--- config.mk ---
export PLATFORM = sky130hd
export DESIGN_NAME = hazard_sched_ctrl
export DESIGN_NICKNAME = d
export VERILOG_FILES = /design/src/rtl/hazard_ctrl_pkg.sv /design/src/rtl/hazard_scoreboard.sv /design/src/rtl/hazard_sched_ctrl.sv
export SDC_FILE = /design/constraint.sdc
export NUM_CORES = 1
export LEC_CHECK = 0
export CORE_UTILIZATION = 35
export CTS_BUF_LIST = sky130_fd_sc_hd__clkbuf_8
export DETAILED_ROUTE_END_ITERATION = 10
export GPL_TIMING_DRIVEN = 0
export PLACE_DENSITY_LB_ADDON = 0.05
export SKIP_CTS_REPAIR_TIMING = 1
export SLEW_MARGIN = 20
export SYNTH_ARGS = -nofsm -noshare
export SYNTH_HDL_FRONTEND = slang
export SYNTH_SLANG_ARGS = --single-unit
--- constraint.sdc ---
create_clock -name clk -period 3.4 [get_ports clk]
set_clock_uncertainty 0.15 [all_clocks]
set_input_delay 0.68 -clock clk [delete_from_list [all_inputs] [get_ports clk]]
set_output_delay 0.68 -clock clk [all_outputs]
set_load 0.02 [all_outputs]
--- src/rtl/hazard_ctrl_pkg.sv ---
// Shared opcodes, FSM states and producer latencies for the hazard scheduler.
// Build option: HAZARD_FWD_EN selects the forwarding latencies.
package hazard_ctrl_pkg;

  localparam int NUM_REGS = 16;
  localparam int REG_AW   = 4;

  localparam logic [1:0] LOAD_LAT     = 2'd1;
  localparam logic [1:0] NOFWD_LAT    = 2'd2;
  localparam logic [1:0] DRAIN_CYCLES = 2'd3;

  localparam logic [3:0] OP_LW  = 4'b1000;
  localparam logic [3:0] OP_SW  = 4'b1001;
  localparam logic [3:0] OP_LHB = 4'b1010;
  localparam logic [3:0] OP_LLB = 4'b1011;
  localparam logic [3:0] OP_B   = 4'b1100;
  localparam logic [3:0] OP_JAL = 4'b1101;
  localparam logic [3:0] OP_JR  = 4'b1110;
  localparam logic [3:0] OP_HLT = 4'b1111;

  typedef enum logic [1:0] {
    ST_RUN    = 2'd0,
    ST_DRAIN  = 2'd1,
    ST_HALTED = 2'd2
  } sched_state_e;

  typedef enum logic {
    LAT_ALU  = 1'b0,
    LAT_LOAD = 1'b1
  } lat_class_e;

  function automatic lat_class_e lat_class_of(input logic [3:0] op);
    return (op == OP_LW) ? LAT_LOAD : LAT_ALU;
  endfunction

  // Bubbles a consumer must wait behind a producer of the given class.
  function automatic logic [1:0] lat_cycles(input lat_class_e cls);
`ifdef HAZARD_FWD_EN
    return (cls == LAT_LOAD) ? LOAD_LAT : 2'd0;
`else
    return (cls == LAT_LOAD) ? NOFWD_LAT : NOFWD_LAT;
`endif
  endfunction

endpackage

--- src/rtl/hazard_scoreboard.sv ---
// Per-register in-flight write counters with two busy lookups for the ID read ports.
module hazard_scoreboard
  import hazard_ctrl_pkg::*;
(
  input  logic              clk,
  input  logic              rst,
  input  logic              alloc,
  input  logic [REG_AW-1:0] alloc_addr,
  input  logic [1:0]        alloc_lat,
  input  logic [REG_AW-1:0] rs_addr,
  input  logic              rs_re,
  input  logic [REG_AW-1:0] rt_addr,
  input  logic              rt_re,
  output logic              rs_busy,
  output logic              rt_busy,
  output logic              idle
);

  logic [1:0] cnt [NUM_REGS];

  // Allocation overwrites (WAW); every other counter keeps draining, bubbles included.
  always_ff @(posedge clk) begin
    if (rst) begin
      for (int i = 0; i < NUM_REGS; i++) cnt[i] <= 2'd0;
    end else begin
      for (int i = 0; i < NUM_REGS; i++) begin
        if (alloc && (i != 0) && (alloc_addr == REG_AW'(i)))
          cnt[i] <= alloc_lat;
        else if (cnt[i] != 2'd0)
          cnt[i] <= cnt[i] - 2'd1;
      end
    end
  end

  always_comb begin
    idle = 1'b1;
    for (int i = 0; i < NUM_REGS; i++)
      if (cnt[i] != 2'd0) idle = 1'b0;
  end

  assign rs_busy = rs_re && (rs_addr != '0) && (cnt[rs_addr] != 2'd0);
  assign rt_busy = rt_re && (rt_addr != '0) && (cnt[rt_addr] != 2'd0);

endmodule

--- src/rtl/hazard_sched_ctrl.sv ---
// Pipeline hazard scheduler: RAW stalls, redirect flushes and HLT drain sequencing.
// Build option: HAZARD_FWD_EN (EX/MEM forwarding latencies, see hazard_ctrl_pkg).
//
// state     | meaning
// ST_RUN    | normal issue; stall on RAW hazard, flush on redirect
// ST_DRAIN  | HLT issued; hold front end until EX/MEM/WB are empty
// ST_HALTED | core drained; front end held until reset
module hazard_sched_ctrl
  import hazard_ctrl_pkg::*;
(
  input  logic       clk,
  input  logic       rst,
  input  logic       id_valid,
  input  logic [3:0] id_op,
  input  logic [3:0] id_rs_addr,
  input  logic       id_rs_re,
  input  logic [3:0] id_rt_addr,
  input  logic       id_rt_re,
  input  logic [3:0] id_rd_addr,
  input  logic       ex_redirect,
  output logic       stall_if_id,
  output logic       bubble_id_ex,
  output logic       flush_if_id,
  output logic       halted
);

  sched_state_e state;
  logic [1:0]   drain_cnt;
  logic         rs_busy, rt_busy, sb_idle;
  logic         hazard, alloc;

  assign hazard = id_valid && (rs_busy || rt_busy);

  hazard_scoreboard u_sb (
    .clk        (clk),
    .rst        (rst),
    .alloc      (alloc),
    .alloc_addr (id_rd_addr),
    .alloc_lat  (lat_cycles(lat_class_of(id_op))),
    .rs_addr    (id_rs_addr),
    .rs_re      (id_rs_re),
    .rt_addr    (id_rt_addr),
    .rt_re      (id_rt_re),
    .rs_busy    (rs_busy),
    .rt_busy    (rt_busy),
    .idle       (sb_idle)
  );

  // Outputs decode state and ID inputs directly so a stall lands in the hazard cycle.
  // HALTED also bubbles ID/EX so the held IF/ID instruction never issues.
  always_comb begin
    stall_if_id  = 1'b0;
    bubble_id_ex = 1'b0;
    flush_if_id  = 1'b0;
    halted       = 1'b0;
    alloc        = 1'b0;
    case (state)
      ST_RUN: begin
        if (ex_redirect) begin
          flush_if_id  = 1'b1;
          bubble_id_ex = 1'b1;
        end else if (hazard) begin
          stall_if_id  = 1'b1;
          bubble_id_ex = 1'b1;
        end else begin
          alloc = id_valid && (id_rd_addr != 4'd0);
        end
      end
      ST_DRAIN: begin
        if (ex_redirect) begin
          flush_if_id  = 1'b1;
          bubble_id_ex = 1'b1;
        end else begin
          stall_if_id  = 1'b1;
          bubble_id_ex = 1'b1;
        end
      end
      ST_HALTED: begin
        halted       = 1'b1;
        stall_if_id  = 1'b1;
        bubble_id_ex = 1'b1;
      end
      default: ;
    endcase
  end

  always_ff @(posedge clk) begin
    if (rst) begin
      state     <= ST_RUN;
      drain_cnt <= 2'd0;
    end else begin
      case (state)
        ST_RUN: begin
          if (id_valid && (id_op == OP_HLT) && !hazard && !ex_redirect) begin
            state     <= ST_DRAIN;
            drain_cnt <= DRAIN_CYCLES;
          end
        end
        ST_DRAIN: begin
          if (ex_redirect) begin
            state     <= ST_RUN;
            drain_cnt <= 2'd0;
          end else begin
            if (drain_cnt != 2'd0) drain_cnt <= drain_cnt - 2'd1;
            // Last drain cycle: leave only once no write is still in flight.
            if ((drain_cnt <= 2'd1) && sb_idle) state <= ST_HALTED;
          end
        end
        ST_HALTED: ;
        default: state <= ST_RUN;
      endcase
    end
  end

endmodule

==> results of run 1 <==
area by class of cell:
class                      count  area (um^2)  area share
timing repair buffer          28          253      0.0760
sequential                    36         1040       0.313
buffer                        13         76.3      0.0230
inverter                      41          154      0.0463
clock buffer                   5         68.8      0.0207
multi-input combinational    188         1600       0.480
tap                          102          128      0.0384
clock inverter                 2         7.51     0.00226
per-stage QoR:
step / TNS, ns / cells / hold slack, ns
2_1_floorplan: 0 / 278 / 0.342
4_1_cts: -3.15 / 409 / 0.368
5_1_grt: 0 / 415 / 0.443
3_5_place_dp: -15.52 / 402 / 0.357
6_report: 0 / 415 / 0.362
3_3_place_gp: -20.77 / 402 / 0.361
sequential cells by signal, indices dropped and copies added (netlist names):
register and cells:
drain_cnt 2, state 2, u_sb.cnt 32
cells in the mapped netlist (2+ instances only):
cell type | n | area [um^2]
inv_1 | 40 | 150
edfxtp_1 | 32 | 961
ha_1 | 22 | 275
nor3_1 | 21 | 105
o211ai_1 | 13 | 97.6
a2111oi_2 | 11 | 165
nor2_1 | 11 | 41.3
nor2b_1 | 10 | 62.6
a21oi_1 | 9 | 45.0
o21ai_0 | 9 | 45.0
o32ai_1 | 9 | 78.8
clkbuf_1 | 8 | 30.0
nand2_1 | 7 | 26.3
o22ai_1 | 6 | 37.5
a31oi_1 | 4 | 25.0
dfxtp_1 | 4 | 80.1
nand3_1 | 3 | 15.0
nand4_1 | 3 | 18.8
nor3b_1 | 3 | 22.5
nor4_1 | 3 | 18.8
nor4b_1 | 3 | 26.3
o2111ai_1 | 3 | 26.3
o21a_1 | 3 | 22.5
and4b_4 | 2 | 27.5
buf_2 | 2 | 10.0
buf_6 | 2 | 22.5
nand2b_1 | 2 | 12.5
nand4b_4 | 2 | 47.6
o311ai_2 | 2 | 32.5
layer usage:
metal / routed length, um / track usage / up-vias
met1: 3890 / 0.280 / 1178
met4: 199 / 0.0625 / 0
li1: - / - / 1166
met2: 3770 / 0.328 / 66
met5: 0 / 0 / -
met3: 324 / 0.0274 / 16
worst max-delay path, delay by kind of cell:
kind | cells | cell delay [ns]
buf+inv | 3 | 0.46
simple gates | 2 | 0.59
compound gates | 4 | 0.72
logic make-up after synthesis:
| family | Yosys count | synth area share |
|---|---|---|
| multiplexers | 1 | 0.00794 |
| adder cells (fa/ha/maj) | 22 | 0.0970 |
| AND/OR/NAND/NOR | 81 | 0.196 |
| AO/OA/AOI/OAI | 84 | 0.253 |
| buffers and inverters | 54 | 0.0789 |
| flip-flops | 36 | 0.367 |
power breakdown:
part           total [mW]  internal [mW]  leakage [nW]  switching, mW
clock               0.291          0.136        0.0391          0.155
sequential          0.947          0.755         0.381          0.192
combinational        1.11          0.487         0.788          0.622
total                2.35           1.38          1.21          0.970
final timing paths:
check / startpoint / end / slack (ns) / cells after the start
min: drain_cnt[1]$_SDFFE_PP0P_ / drain_cnt[1]$_SDFFE_PP0P_ / 0.36 / 2
min reg2reg: drain_cnt[1]$_SDFFE_PP0P_ / drain_cnt[1]$_SDFFE_PP0P_ / 0.36 / 2
max reg2reg: u_sb.cnt[2][0]$_SDFFCE_PN0P_ / u_sb.cnt[2][1]$_SDFFCE_PN0P_ / 0.24 / 9
max: id_rt_addr[0] / bubble_id_ex / 0.11 / 9
cells in the final DEF (no fill, tap or decap), drive strengths merged, types with 2 or more instances in the layout:
| cell type | n |
|---|---|
| nor4b | 3 |
| o22ai | 6 |
| edfxtp | 32 |
| nand3 | 3 |
| buf | 12 |
| nor2 | 12 |
| ha | 22 |
| a31oi | 4 |
| and4b | 2 |
| nor2b | 10 |
| inv | 41 |
| o311ai | 3 |
| clkdlybuf4s50 | 15 |
| nand4b | 3 |
| nand2b | 2 |
| dlymetal6s2s | 3 |
| nand2 | 7 |
| o211ai | 14 |
| nor4 | 4 |
| nor3b | 4 |
| o21ai | 10 |
| o31a | 2 |
| o32ai | 9 |
| clkbuf | 16 |
| o2111ai | 3 |
| dfxtp | 4 |
| nand4 | 4 |
| a21oi | 9 |
| o21a | 3 |
| a2111oi | 12 |
| clkinv | 2 |
| nor3 | 21 |
==> metrics.txt, run 1 <==
# TYPE chip_impl_metric gauge
chip_impl_info{name="status",value="finished clean"} 1
chip_impl_metric{name="syn-mean-instance-area",unit="um^2"} 10.2
chip_impl_metric{name="first_global_vias",unit=""} 2403
chip_impl_metric{name="grt_usage",unit=""} 0.203
chip_impl_metric{name="synth_edf_count",unit=""} 32
chip_impl_metric{name="pin_count",unit=""} 26
chip_impl_metric{name="post_place_setup_slack",unit="ns"} -0.918
chip_impl_metric{name="relSlewSlack",unit=""} 0.480
chip_impl_metric{name="cts_inserted_buffers",unit=""} 5
chip_impl_info{name="cp-start-kind",value="input port"} 1
chip_impl_metric{name="antenna_violations_before_repair",unit=""} 0
chip_impl_metric{name="yosysWarnings",unit=""} 0
chip_impl_info{name="clockRootBuffer",value="clkbuf_8"} 1
chip_impl_metric{name="layout.core_utilization",unit=""} 0.428
chip_impl_metric{name="count_of_vias_placed_by_the_detailed_router",unit=""} 2426
chip_impl_metric{name="detailedRoute.firstIterationViolations",unit=""} 127
chip_impl_metric{name="syn_area",unit="um^2"} 2840
chip_impl_info{name="rsz0062_at_grt",value="false"} 1
chip_impl_metric{name="grt_first_pass_wirelength",unit="um"} 12900
chip_impl_info{name="timing.critical_path.mode_cell",value="o2111ai_2"} 1
chip_impl_metric{name="syn_inst",unit=""} 278
chip_impl_metric{name="post_synthesis_sequential_element_count",unit=""} 36
chip_impl_metric{name="core_region_area",unit="um^2"} 7770
chip_impl_metric{name="clock_path_buffers",unit=""} 2
chip_impl_metric{name="clkTransAtPathRegs",unit="ns"} 0.07
chip_impl_metric{name="critPathArrivalTime",unit="ns"} 2.46
chip_impl_metric{name="number_of_diodes",unit=""} 0
chip_impl_metric{name="syn2layout_area_growth",unit="%"} 17.2
chip_impl_metric{name="async_flop_share",unit=""} 0
chip_impl_metric{name="route.antenna.remaining_nets",unit=""} 0
chip_impl_metric{name="critPathRequiredTime",unit="ns"} 2.57
chip_impl_metric{name="layout_cell_area_excl_fill",unit="um^2"} 3320
chip_impl_info{name="setup.worst_path.end_class",value="primary output"} 1
chip_impl_info{name="crit_path_top_delay_cell",value="nor4_4"} 1
chip_impl_metric{name="place_congestion",unit=""} 0.768
chip_impl_metric{name="report.final.setup_viol",unit=""} 0
chip_impl_metric{name="final_worst_path_setup_slack",unit="ns"} 0.113
chip_impl_metric{name="final_layout_size_suffix_gt1_frac",unit=""} 0.166
chip_impl_metric{name="maxCapViolCount",unit=""} 0
chip_impl_metric{name="timing.critical_path.fanout_max",unit=""} 6
chip_impl_metric{name="slowest_delay",unit="ns"} 0.42
chip_impl_metric{name="clkSinkCount",unit=""} 36
chip_impl_metric{name="layout.filler_cells",unit=""} 788
chip_impl_metric{name="peak_clock_frequency_supported_by_timing",unit="MHz"} 304
chip_impl_metric{name="numPortBuffers",unit=""} 22
chip_impl_metric{name="leakage",unit="nW"} 1.21
chip_impl_metric{name="fp.dieArea",unit="um^2"} 8470
chip_impl_metric{name="largest_net_degree_at_the_start_of_global_routing",unit=""} 11
chip_impl_metric{name="drt_via_density",unit=""} 5.85
chip_impl_metric{name="finalCriticalPeriod",unit="ns"} 3.29
chip_impl_metric{name="timing.final.max_slew_violations",unit=""} 0
chip_impl_metric{name="synth.lib_cells_used.distinct",unit=""} 58
chip_impl_info{name="tritoncts",value="built"} 1
chip_impl_metric{name="drt_pass1_iterations",unit=""} 4
chip_impl_metric{name="synthesis.nets",unit=""} 322
chip_impl_metric{name="placement_rows",unit=""} 32
chip_impl_info{name="ys_dominant_reg_cell",value="edfxtp_1"} 1
chip_impl_metric{name="wl",unit="um"} 8180
chip_impl_metric{name="post-route-period-util",unit=""} 0.967
chip_impl_metric{name="power_density",unit="nW/um^2"} 706
chip_impl_metric{name="postPlaceCellArea",unit="um^2"} 3190
chip_impl_metric{name="die_x",unit="um"} 92.0
chip_impl_info{name="timing_worst_setup_path_type",value="in -> out"} 1
chip_impl_metric{name="yosysSeqAreaShare",unit=""} 0.367
chip_impl_metric{name="ir_drop",unit="V"} 0.000234
chip_impl_metric{name="htreeDepth",unit=""} 2
chip_impl_metric{name="drc",unit=""} 0
chip_impl_metric{name="timing.final.hold_violations",unit=""} 0
chip_impl_info{name="crit_chain",value="dlymetal6s2s_1, buf_6, nor3b_2, o2111ai_2, o2111ai_2, nor4_4, o21ai_1, a211oi_1, buf_2"} 1
chip_impl_metric{name="final_net_count",unit=""} 357
chip_impl_metric{name="tightestPinTransition",unit="ns"} 0.780
chip_impl_metric{name="grt.overflow.total",unit=""} 0
chip_impl_metric{name="worstSkewPairLatency",unit="ns"} 0.29
chip_impl_info{name="hold_class",value="reg -> reg"} 1
chip_impl_metric{name="start_util",unit=""} 0.365
chip_impl_metric{name="fin_total_pwr",unit="mW"} 2.35
chip_impl_metric{name="post_drt_wl_per_cell",unit="um"} 19.7
chip_impl_metric{name="hpwlAfterDp",unit="um"} 6330
chip_impl_metric{name="chipHeight",unit="um"} 92.0
No activity file was read; power rests on OpenSTA's default activity.
==> run 2: changes to the inputs <==
CORE_ASPECT_RATIO = 1.5   (was unset)
==> run 2 against run 1 <==
  * Sequential power barely moved
  * Cell area up 0.75%
  * Combinational power about the same
  * Wire length is 0.22% higher
  * Highest routed layer unchanged
==> metrics.txt, run 2 (same netlist as run 1, synthesis figures left out) <==
# TYPE chip_impl_metric gauge
chip_impl_metric{name="tightestPinTransition",unit="ns"} 0.736
chip_impl_info{name="clockRootBuffer",value="clkbuf_8"} 1
chip_impl_metric{name="layout_cells_excl_fill",unit=""} 415
chip_impl_metric{name="finalCriticalPeriod",unit="ns"} 3.33
chip_impl_metric{name="grt.overflow.total",unit=""} 0
chip_impl_metric{name="place_congestion",unit=""} 0.795
chip_impl_info{name="hold_end",value="drain_cnt[1]$_SDFFE_PP0P_"} 1
chip_impl_metric{name="clock_path_buffers",unit=""} 2
chip_impl_metric{name="power_density",unit="nW/um^2"} 703
chip_impl_metric{name="clkSinkCount",unit=""} 36
chip_impl_metric{name="grt_first_pass_wirelength",unit="um"} 12900
chip_impl_info{name="crit-reg2reg-capture",value="u_sb.cnt[3][0]$_SDFFCE_PN0P_"} 1
chip_impl_metric{name="timing.final.hold_violations",unit=""} 0
chip_impl_metric{name="drt_pass1_iterations",unit=""} 4
chip_impl_metric{name="worst_hold_path_cells",unit=""} 2
chip_impl_metric{name="post-route-period-util",unit=""} 0.981
chip_impl_metric{name="numPortBuffers",unit=""} 22
chip_impl_metric{name="placement_rows",unit=""} 39
chip_impl_info{name="cp-start-kind",value="input port"} 1
chip_impl_metric{name="htreeDepth",unit=""} 2
chip_impl_metric{name="wl",unit="um"} 8200
chip_impl_info{name="hp_start",value="drain_cnt[1]$_SDFFE_PP0P_"} 1
chip_impl_metric{name="die_x",unit="um"} 75.5
chip_impl_metric{name="critPathRequiredTime",unit="ns"} 2.57
chip_impl_metric{name="drt_via_density",unit=""} 5.74
chip_impl_metric{name="hpwlAfterDp",unit="um"} 6410
chip_impl_info{name="crit_path_top_delay_cell",value="nor4_4"} 1
chip_impl_metric{name="antenna_violations_before_repair",unit=""} 0
chip_impl_metric{name="start_util",unit=""} 0.366
chip_impl_metric{name="timing.critical_path.fanout_max",unit=""} 6
chip_impl_info{name="crit_chain",value="clkbuf_2, buf_6, nor3b_4, o2111ai_2, o2111ai_2, nor4_4, buf_4, o21ai_1, a211oi_2, buf_2"} 1
chip_impl_info{name="tritoncts",value="built"} 1
chip_impl_metric{name="cts_inserted_buffers",unit=""} 5
chip_impl_metric{name="leakage",unit="nW"} 1.22
chip_impl_metric{name="ir_drop",unit="V"} 0.000274
chip_impl_metric{name="regToRegSetupSlack",unit="ns"} 0.47
chip_impl_metric{name="maxCapViolCount",unit=""} 0
chip_impl_info{name="status",value="finished clean"} 1
chip_impl_info{name="setup.worst_path.end_class",value="primary output"} 1
chip_impl_metric{name="grt_usage",unit=""} 0.211
chip_impl_info{name="timing_worst_setup_path_type",value="in -> out"} 1
chip_impl_metric{name="final-seq-area",unit="um^2"} 1040
chip_impl_info{name="layout.cells.most_common_list",value="inv_1 (41), edfxtp_1 (32), ha_1 (22)"} 1
chip_impl_metric{name="first_global_vias",unit=""} 2355
chip_impl_metric{name="largest_net_degree_at_the_start_of_global_routing",unit=""} 12
chip_impl_metric{name="detailedRoute.firstIterationViolations",unit=""} 142
chip_impl_metric{name="final_layout_size_suffix_gt1_frac",unit=""} 0.176
chip_impl_metric{name="relSlewSlack",unit=""} 0.510
chip_impl_metric{name="final_net_count",unit=""} 356
chip_impl_metric{name="pin_count",unit=""} 26
chip_impl_metric{name="setup_tns",unit="ns"} 0
chip_impl_metric{name="post_drt_wl_per_cell",unit="um"} 19.8
chip_impl_info{name="largestRegisters",value="u_sb.cnt x32, drain_cnt x2, state x2"} 1
chip_impl_metric{name="layout_cell_area_excl_fill",unit="um^2"} 3350
chip_impl_metric{name="number_of_diodes",unit=""} 0
chip_impl_metric{name="route.antenna.remaining_nets",unit=""} 0
chip_impl_metric{name="number_of_cells_in_the_design_after_placement",unit=""} 402
chip_impl_metric{name="timing.final.max_slew_violations",unit=""} 0
chip_impl_metric{name="slowest_delay",unit="ns"} 0.43
chip_impl_metric{name="critPathArrivalTime",unit="ns"} 2.50
chip_impl_metric{name="rr_worst_depth",unit=""} 8
chip_impl_metric{name="fin_total_pwr",unit="mW"} 2.35
chip_impl_metric{name="fp.dieArea",unit="um^2"} 8480
chip_impl_info{name="final_common_cell",value="inv_1"} 1
chip_impl_metric{name="peak_clock_frequency_supported_by_timing",unit="MHz"} 300
chip_impl_info{name="hold_class",value="reg -> reg"} 1
chip_impl_info{name="largest_register",value="u_sb.cnt"} 1
chip_impl_metric{name="syn2layout_area_growth",unit="%"} 18.0
chip_impl_metric{name="drc",unit=""} 0
chip_impl_metric{name="core_region_area",unit="um^2"} 7760
chip_impl_metric{name="chipHeight",unit="um"} 112
chip_impl_metric{name="clkTransAtPathRegs",unit="ns"} 0.08
chip_impl_info{name="timing.critical_path.mode_cell",value="o2111ai_2"} 1
chip_impl_info{name="worstReg2RegStart",value="u_sb.cnt[6][0]$_SDFFCE_PN0P_"} 1
chip_impl_metric{name="count_of_vias_placed_by_the_detailed_router",unit=""} 2381
chip_impl_metric{name="hold_slack",unit="ns"} 0.367
chip_impl_metric{name="layout.filler_cells",unit=""} 780
chip_impl_metric{name="number_of_flip_flops_in_the_largest_register",unit=""} 32
chip_impl_metric{name="worstSkewPairLatency",unit="ns"} 0.30
chip_impl_metric{name="multi_input_comb_area",unit="um^2"} 1620
chip_impl_metric{name="postPlaceCellArea",unit="um^2"} 3190
chip_impl_metric{name="report.final.setup_viol",unit=""} 0
run 2: worst max path at each step:
stage	slack, ns	startpoint	end	cells past startpoint
floorplan	0.14	id_rs_addr[1]	bubble_id_ex	7
global placement	-1.00	id_rs_addr[0]	bubble_id_ex	9
detailed placement	-0.96	id_rs_addr[0]	bubble_id_ex	9
CTS	-0.98	id_rs_addr[0]	bubble_id_ex	9
global route	-0.02	id_rt_addr[0]	bubble_id_ex	10
finish	0.07	id_rt_addr[0]	bubble_id_ex	10
run 2: cell type report:
type,instances,area share
clock buffers,5,0.0205
well taps,102,0.0381
clock inverters,3,0.00448
multi-input cells,188,0.484
inverters,41,0.0459
flip-flops and latches,36,0.311
plain buffers,13,0.0228
repair buffers,27,0.0732
run 2: where the power goes:
| part | total [mW] | switching [mW] | internal (mW) |
|---|---|---|---|
| Clock | 0.306 | 0.167 | 0.139 |
| Combinational | 1.10 | 0.615 | 0.489 |
| Sequential | 0.944 | 0.190 | 0.754 |
| Total | 2.35 | 0.972 | 1.38 |
run 2: critical path, delay by kind of cell:
family,cells,cell delay [ns]
simple gates,2,0.58
compound gates,4,0.64
buf+inv,4,0.59
run 2: metal layers:
layer  up-vias  routed length [um]  track usage
met5         -                   0            0
met4         0                 144       0.0667
met3         7                 319       0.0242
met2        71                4410        0.377
met1      1150                3330        0.256
li1       1153                   -            -
run 2: metrics by stage:
step / utilization / setup slack, ns
2_1_floorplan: - / 0.143
3_3_place_gp: 0.411 / -1.00
3_5_place_dp: 0.411 / -0.956
4_1_cts: 0.421 / -0.983
5_1_grt: 0.432 / -0.0199
6_report: 0.432 / 0.0658
